[config.mk]
export PLATFORM = sky130hd
export DESIGN_NAME = hwag_spi_slave_rx
export DESIGN_NICKNAME = d
export VERILOG_FILES = /design/src/rtl/hwag_spi_slave_rx.sv
export SDC_FILE = /design/constraint.sdc
export NUM_CORES = 1
export LEC_CHECK = 0
export CORE_MARGIN = 8
export CORE_UTILIZATION = 54
export DETAILED_ROUTE_END_ITERATION = 12
export PLACE_DENSITY = 0.9
export SYNTH_ARGS = -nofsm -noshare
export SYNTH_HDL_FRONTEND = slang
export SYNTH_SLANG_ARGS = --single-unit
[constraint.sdc]
create_clock -name clk -period 2.5 [get_ports clk]
set_clock_uncertainty 0.15 [all_clocks]
set_input_delay 0.25 -clock clk [delete_from_list [all_inputs] [get_ports clk]]
set_output_delay 0.25 -clock clk [all_outputs]
set_load 0.1 [all_outputs]
[src/rtl/hwag_spi_slave_rx.sv]
// rtl/hwag_spi_slave_rx.sv - SPI mode-0 slave receiver with TX shifter and optional running CRC8.
// Define HWAG_SPI_CRC_EN to build the CRC8 register; otherwise spi_crc_rx_out is tied to 0x00.
module hwag_spi_slave_rx (
  input  logic       clk,
  input  logic       rst,
  input  logic       spi_sck,
  input  logic       spi_mosi,
  input  logic       spi_ss_n,
  input  logic [7:0] spi_tx_byte,
  output logic       spi_miso,
  output logic       spi_ss,
  output logic       spi_rx,
  output logic [7:0] spi_bus_out,
  output logic [7:0] spi_crc_rx_out
);

  logic       sck_meta_q, sck_sync_q, sck_dly_q;
  logic       mosi_meta_q, mosi_sync_q;
  logic       ss_meta_q, ss_sync_q, ss_dly_q;
  logic [2:0] bit_cnt_q, bit_cnt_d;
  logic [6:0] rx_shift_q;
  logic [7:0] rx_byte_d;
  logic [7:0] bus_out_q;
  logic       rx_q;
  logic       tx_load_q;
  logic [7:0] tx_shift_q;
  logic       sck_rise, sck_fall, ss_fall;

  always_ff @(posedge clk or posedge rst) begin
    if (rst) begin
      sck_meta_q  <= 1'b0;
      sck_sync_q  <= 1'b0;
      sck_dly_q   <= 1'b0;
      mosi_meta_q <= 1'b0;
      mosi_sync_q <= 1'b0;
      ss_meta_q   <= 1'b1;
      ss_sync_q   <= 1'b1;
      ss_dly_q    <= 1'b0;
    end else begin
      sck_meta_q  <= spi_sck;
      sck_sync_q  <= sck_meta_q;
      sck_dly_q   <= sck_sync_q;
      mosi_meta_q <= spi_mosi;
      mosi_sync_q <= mosi_meta_q;
      ss_meta_q   <= spi_ss_n;
      ss_sync_q   <= ss_meta_q;
      ss_dly_q    <= ss_sync_q;
    end
  end

  assign sck_rise = sck_sync_q & ~sck_dly_q;
  assign sck_fall = ~sck_sync_q & sck_dly_q;
  assign ss_fall  = ss_dly_q & ~ss_sync_q;

  // The eighth bit never needs storing: it completes the byte straight into spi_bus_out.
  assign rx_byte_d = {rx_shift_q, mosi_sync_q};
  assign bit_cnt_d = bit_cnt_q + 3'd1;

  always_ff @(posedge clk or posedge rst) begin
    if (rst) begin
      bit_cnt_q  <= 3'd0;
      rx_shift_q <= 7'd0;
      bus_out_q  <= 8'h00;
      rx_q       <= 1'b0;
      tx_load_q  <= 1'b0;
      tx_shift_q <= 8'h00;
    end else begin
      rx_q      <= 1'b0;
      tx_load_q <= rx_q;
      if (ss_sync_q) begin
        bit_cnt_q  <= 3'd0;
        rx_shift_q <= 7'd0;
        tx_shift_q <= 8'h00;
      end else begin
        if (sck_rise) begin
          rx_shift_q <= rx_byte_d[6:0];
          bit_cnt_q  <= bit_cnt_d;
          if (bit_cnt_q == 3'd7) begin
            bus_out_q <= rx_byte_d;
            rx_q      <= 1'b1;
          end
        end
        // The fall after the eighth rise belongs to the freshly loaded byte, so it must not shift.
        if (ss_fall || tx_load_q) begin
          tx_shift_q <= spi_tx_byte;
        end else if (sck_fall && (bit_cnt_q != 3'd0)) begin
          tx_shift_q <= {tx_shift_q[6:0], 1'b0};
        end
      end
    end
  end

  assign spi_ss      = ss_sync_q;
  assign spi_rx      = rx_q;
  assign spi_bus_out = bus_out_q;
  assign spi_miso    = ~ss_sync_q & tx_shift_q[7];

`ifdef HWAG_SPI_CRC_EN
  function automatic logic [7:0] crc8_byte(input logic [7:0] crc, input logic [7:0] data);
    logic [7:0] c;
    c = crc ^ data;
    for (int i = 0; i < 8; i++) begin
      c = c[7] ? ((c << 1) ^ 8'h07) : (c << 1);
    end
    return c;
  endfunction

  logic [7:0] crc_q, crc_d;

  always_comb begin
    crc_d = crc8_byte(crc_q, bus_out_q);
  end

  // Updated at the end of the strobe cycle so the strobe sees only the earlier bytes.
  always_ff @(posedge clk or posedge rst) begin
    if (rst) begin
      crc_q <= 8'h00;
    end else if (ss_sync_q) begin
      crc_q <= 8'h00;
    end else if (rx_q) begin
      crc_q <= crc_d;
    end
  end

  assign spi_crc_rx_out = crc_q;
`else
  assign spi_crc_rx_out = 8'h00;
`endif

endmodule

======== Word-level counts from Yosys, hierarchy flattened ========
Cells that the tools add are included.
cells by class
  $add $sub $neg .......................... 1
  multiply operators ...................... 0
  div/mod/pow operators ................... 0
  order comparisons ....................... 0
  equal/unequal tests ..................... 1
  shifts and indexed selects .............. 0
  muxes and demuxes ....................... 10
  bitwise gates (word level) .............. 7
  reductions and logical operators ........ 6
operators by type and width
  operator                                      count
  two-way mux 8 bit                             3
  two-way mux 7 bit                             2
  two-way mux 3 bit                             2
  nonzero test 3 bit                            2
  bitwise AND 1 bit                             4
  adder 3 x 1 -> 3 bit (second input constant)  1
  equality test 3 bit (second input constant)   1
  two-way mux 1 bit                             3
  inverter 1 bit                                3
  AND reduction 3 bit                           1
  nonzero test 2 bit                            1
  logical AND 1 bit                             1
  logical OR 1 bit                              1
word-level totals
  flip-flop bits (word level) ............. 36
  latch bits .............................. 0
  RAM bits ................................ 0
  bits in read-only memories .............. 0
  input bits .............................. 13
  memories kept ........................... 0

======== Logic depth before layout (Yosys ltp) ========
  depth after elaboration ................. 6
  gate-level depth with buffers ........... 6
  gate-level depth less buffers ........... 5

======== Least setup slack after synthesis ========
Ideal clock, no wire load.
  path kind ............................... reg2out
  start ................................... reg ss_sync_q, in the netlist spi_ss
  end ..................................... out spi_miso
  arrival ................................. 2.146 ns
  required time ........................... 2.100 ns
  slack ................................... -0.046 ns
  stages on the path, launching flop included .. 3
  buffers on the path ..................... 1
  path through ............................ dfstp_2 clkbuf_1 nor2b_1
between the ends
  longest elaborated chain between the ends .. 2
RTL lines
  element                          line  source
  from (decl)                      19    logic ss_meta_q, ss_sync_q, ss_dly_q;
  from (signal assigned)           46    ss_sync_q <= ss_meta_q;
  inverter 1 bit (no source line)  -
  bitwise AND 1 bit                96    assign spi_miso = ~ss_sync_q & tx_shift_q[7];
  to (decl)                        10    output logic spi_miso,
No other way between the ends.

======== Final worst setup path ========
Same ends and word-level chain as after synthesis.

==> impl_metrics.toml <==
[setup_path]
slowest_delay_ns = 0.72
r2r_slack_ns = 0.71
cp_max_fo = 16
crit_arrival_ns = 1.57
required_ns = 2.10
path_cells = "buf_4 > nor2b_2 > buf_4"
crit_type = "flip-flop to primary output"
critPathLaunchType = "flip-flop"
crit_slowest_cell = "dfstp_2"
crit_top_cell = "buf_4"
critPathCaptureType = "primary output"

[global_routing]
grt_pass1_wl_um = 4810
grt_pass1_vias = 995
grt_overflow = 0
grt_max_degree = 37
antenna_found_initial = 0
grtUsageTotal_pct = 11.8

[logic_synthesis]
synth_edf_count = 0
synth_area_mm2 = 0.00158
avgSynthCellArea_um2 = 11.5
ys_dominant_reg_cell = "dfrtp_1"
yosysWarnings = 0
yosysSeqAreaShare_pct = 57.1
synthCells = 137
synthArstFlopShare_pct = 100
ys_types = 25
ys_ff_latch = 36

[final_layout]
final_nets = 177
drive_gt1_share_pct = 21.6
layout_common_cells = "34 x dfrtp_1, 18 x nand2_1, 17 x a21oi_1"
areaGrowthSynthToFinish_pct = 17.1
fillerInstances = 223
mostFrequentLayoutCell = "dfrtp_1"
antenna_cells = 0
finish.utilization_pct = 66.6

[clock_tree]
cts-htree-levels = 2
cts-buffers-inserted = 5
clockBufferDepth = 2
cts_resized = 0
cts_num_sinks = 36
clk_latency_ns = 0.34
ctsRootBufferMaster = "clkbuf_4"
post_cts_buffers = 0
cts_tree = "done"
holdBufCountCts = 0
cts.clk_slew.worst_paths_ns = 0.11

[routing]
wl_um = 2750
ant_nets = 0
drc = 0
routed_via_density = 5.40
wl_per_cell_um = 14.2
drt_first_pass_iters = 4
drt_first_iter_violations = 92
vias = 1042

[min_path]
hold_path.class = "input pin to asynchronous set/reset pin"

[outcome]
status = "finished, final reports clean"

[place]
port_buffers = 23
hpwl_um = 1960
gp_congestion = 0.785

[pwr]
power_leakage_uw = 0.000848
vdd_drop_max_mv = 0.594
power_density_mw_per_mm2 = 656

[sta]
fmax_mhz = 508
finalMaxSlewViolations = 0
hold_slack_ns = 0.144
rsz0062_at_grt = "no"
min_period_over_period_pct = 78.8
setup-violations-final = 0
fin_tns_setup_ns = 0
fin_crit_ns = 1.97
hold_viol = 0

[floorplan]
initial_core_util_pct = 56.9
die_y_um = 70.1
die_area_mm2 = 0.00492
ios = 32
rows = 19
core_mm2 = 0.00278
dieWidth_um = 70.1

[job]
cap_violations = 0
## state kept, by name, indices dropped and copies added (netlist names), 3 cells and up
name	cells
spi_bus_out	8
tx_shift_q	8
rx_shift_q	7
bit_cnt_q	3
## power breakdown
| group | switching, uW | leakage, uW | internal [uW] |
|---|---|---|---|
| Clock | 189 | 0.0000515 | 265 |
| Combinational | 106 | 0.000321 | 40.1 |
| Sequential | 12.9 | 0.000476 | 601 |
| Total | 308 | 0.000848 | 907 |
## through the flow
stage / cell area [um^2] / power [uW] / std cells / setup WS, ns
2_1_floorplan: 1610 / 753 / 144 / 0.475
3_3_place_gp: 1760 / 769 / 185 / 0.783
3_5_place_dp: 1760 / 773 / 185 / 0.729
4_1_cts: 1850 / 1230 / 193 / 0.507
5_1_grt: 1850 / 1260 / 193 / 0.459
6_report: 1850 / 1210 / 193 / 0.530
## worst max-delay path: cells and delay by family (launching register included)
kind / cells / cell delay [ns]
simple gates: 1 / 0.05
flops: 1 / 0.72
buf+inv: 2 / 0.45
## Yosys cell counts, types with 2 or more instances
| cell type | n | share of area, % |
|---|---|---|
| dfstp_2 | 2 | 3.3 |
| inv_1 | 4 | 0.95 |
| ha_1 | 3 | 2.4 |
| nand2_1 | 18 | 4.3 |
| nor2_1 | 2 | 0.47 |
| a311oi_1 | 7 | 3.9 |
| nor2b_1 | 2 | 0.79 |
| or3b_1 | 7 | 3.9 |
| buf_6 | 3 | 2.1 |
| a21oi_1 | 17 | 5.4 |
| mux2_1 | 2 | 1.4 |
| nand2b_1 | 2 | 0.79 |
| buf_4 | 9 | 4.3 |
| mux2_2 | 6 | 4.3 |
| dfrtp_1 | 34 | 54 |
| clkbuf_1 | 3 | 0.71 |
| o21ai_0 | 8 | 2.5 |
## cell families after synthesis
family / count (synthesis) / synth area share (%)
flops: 36 / 57.1
simple gates: 35 / 13.3
compound gates: 33 / 12.3
buf+inv: 20 / 8.38
mux: 8 / 5.70
fa+ha+maj: 3 / 2.37
other cells: 1 / 0.237
xor+xnor: 1 / 0.554
## layout make-up
type                    count  area [um^2]  share of cell area [%]
clock buffers               7         65.1                    3.51
clock inverters             1         30.0                    1.62
inverters                   4         15.0                   0.811
multi-input cells          88          574                    31.0
flip-flops and latches     36          903                    48.8
well taps                  31         38.8                    2.09
repair buffers             26          225                    12.2
## final timing paths
kind,start,end,cells after the start
worst min-delay path,rst,ss_dly_q$_DFF_PP0_,3
max in group asynchronous,rst,ss_meta_q$_DFF_PP1_,3
worst min register to register,ss_meta_q$_DFF_PP1_,spi_ss$_DFF_PP1_,0
worst max-delay path,spi_ss$_DFF_PP1_,spi_miso,3
min in group clk,spi_ss_n,ss_meta_q$_DFF_PP1_,1
worst max register to register,sck_dly_q$_DFF_PP0_,spi_bus_out[7]$_DFFE_PP0P_,4
## metal layers
| metal | up-vias | share of wire [%] | global-route usage (%) |
|---|---|---|---|
| met1 | 499 | 45 | 14.0 |
| met3 | 4 | 8.2 | 6.21 |
| met4 | 0 | 1.1 | 4.02 |
| met5 | - | 0 | 0 |
| met2 | 33 | 46 | 17.7 |
| li1 | 506 | - | - |
Power figures use the tool's default switching activity.
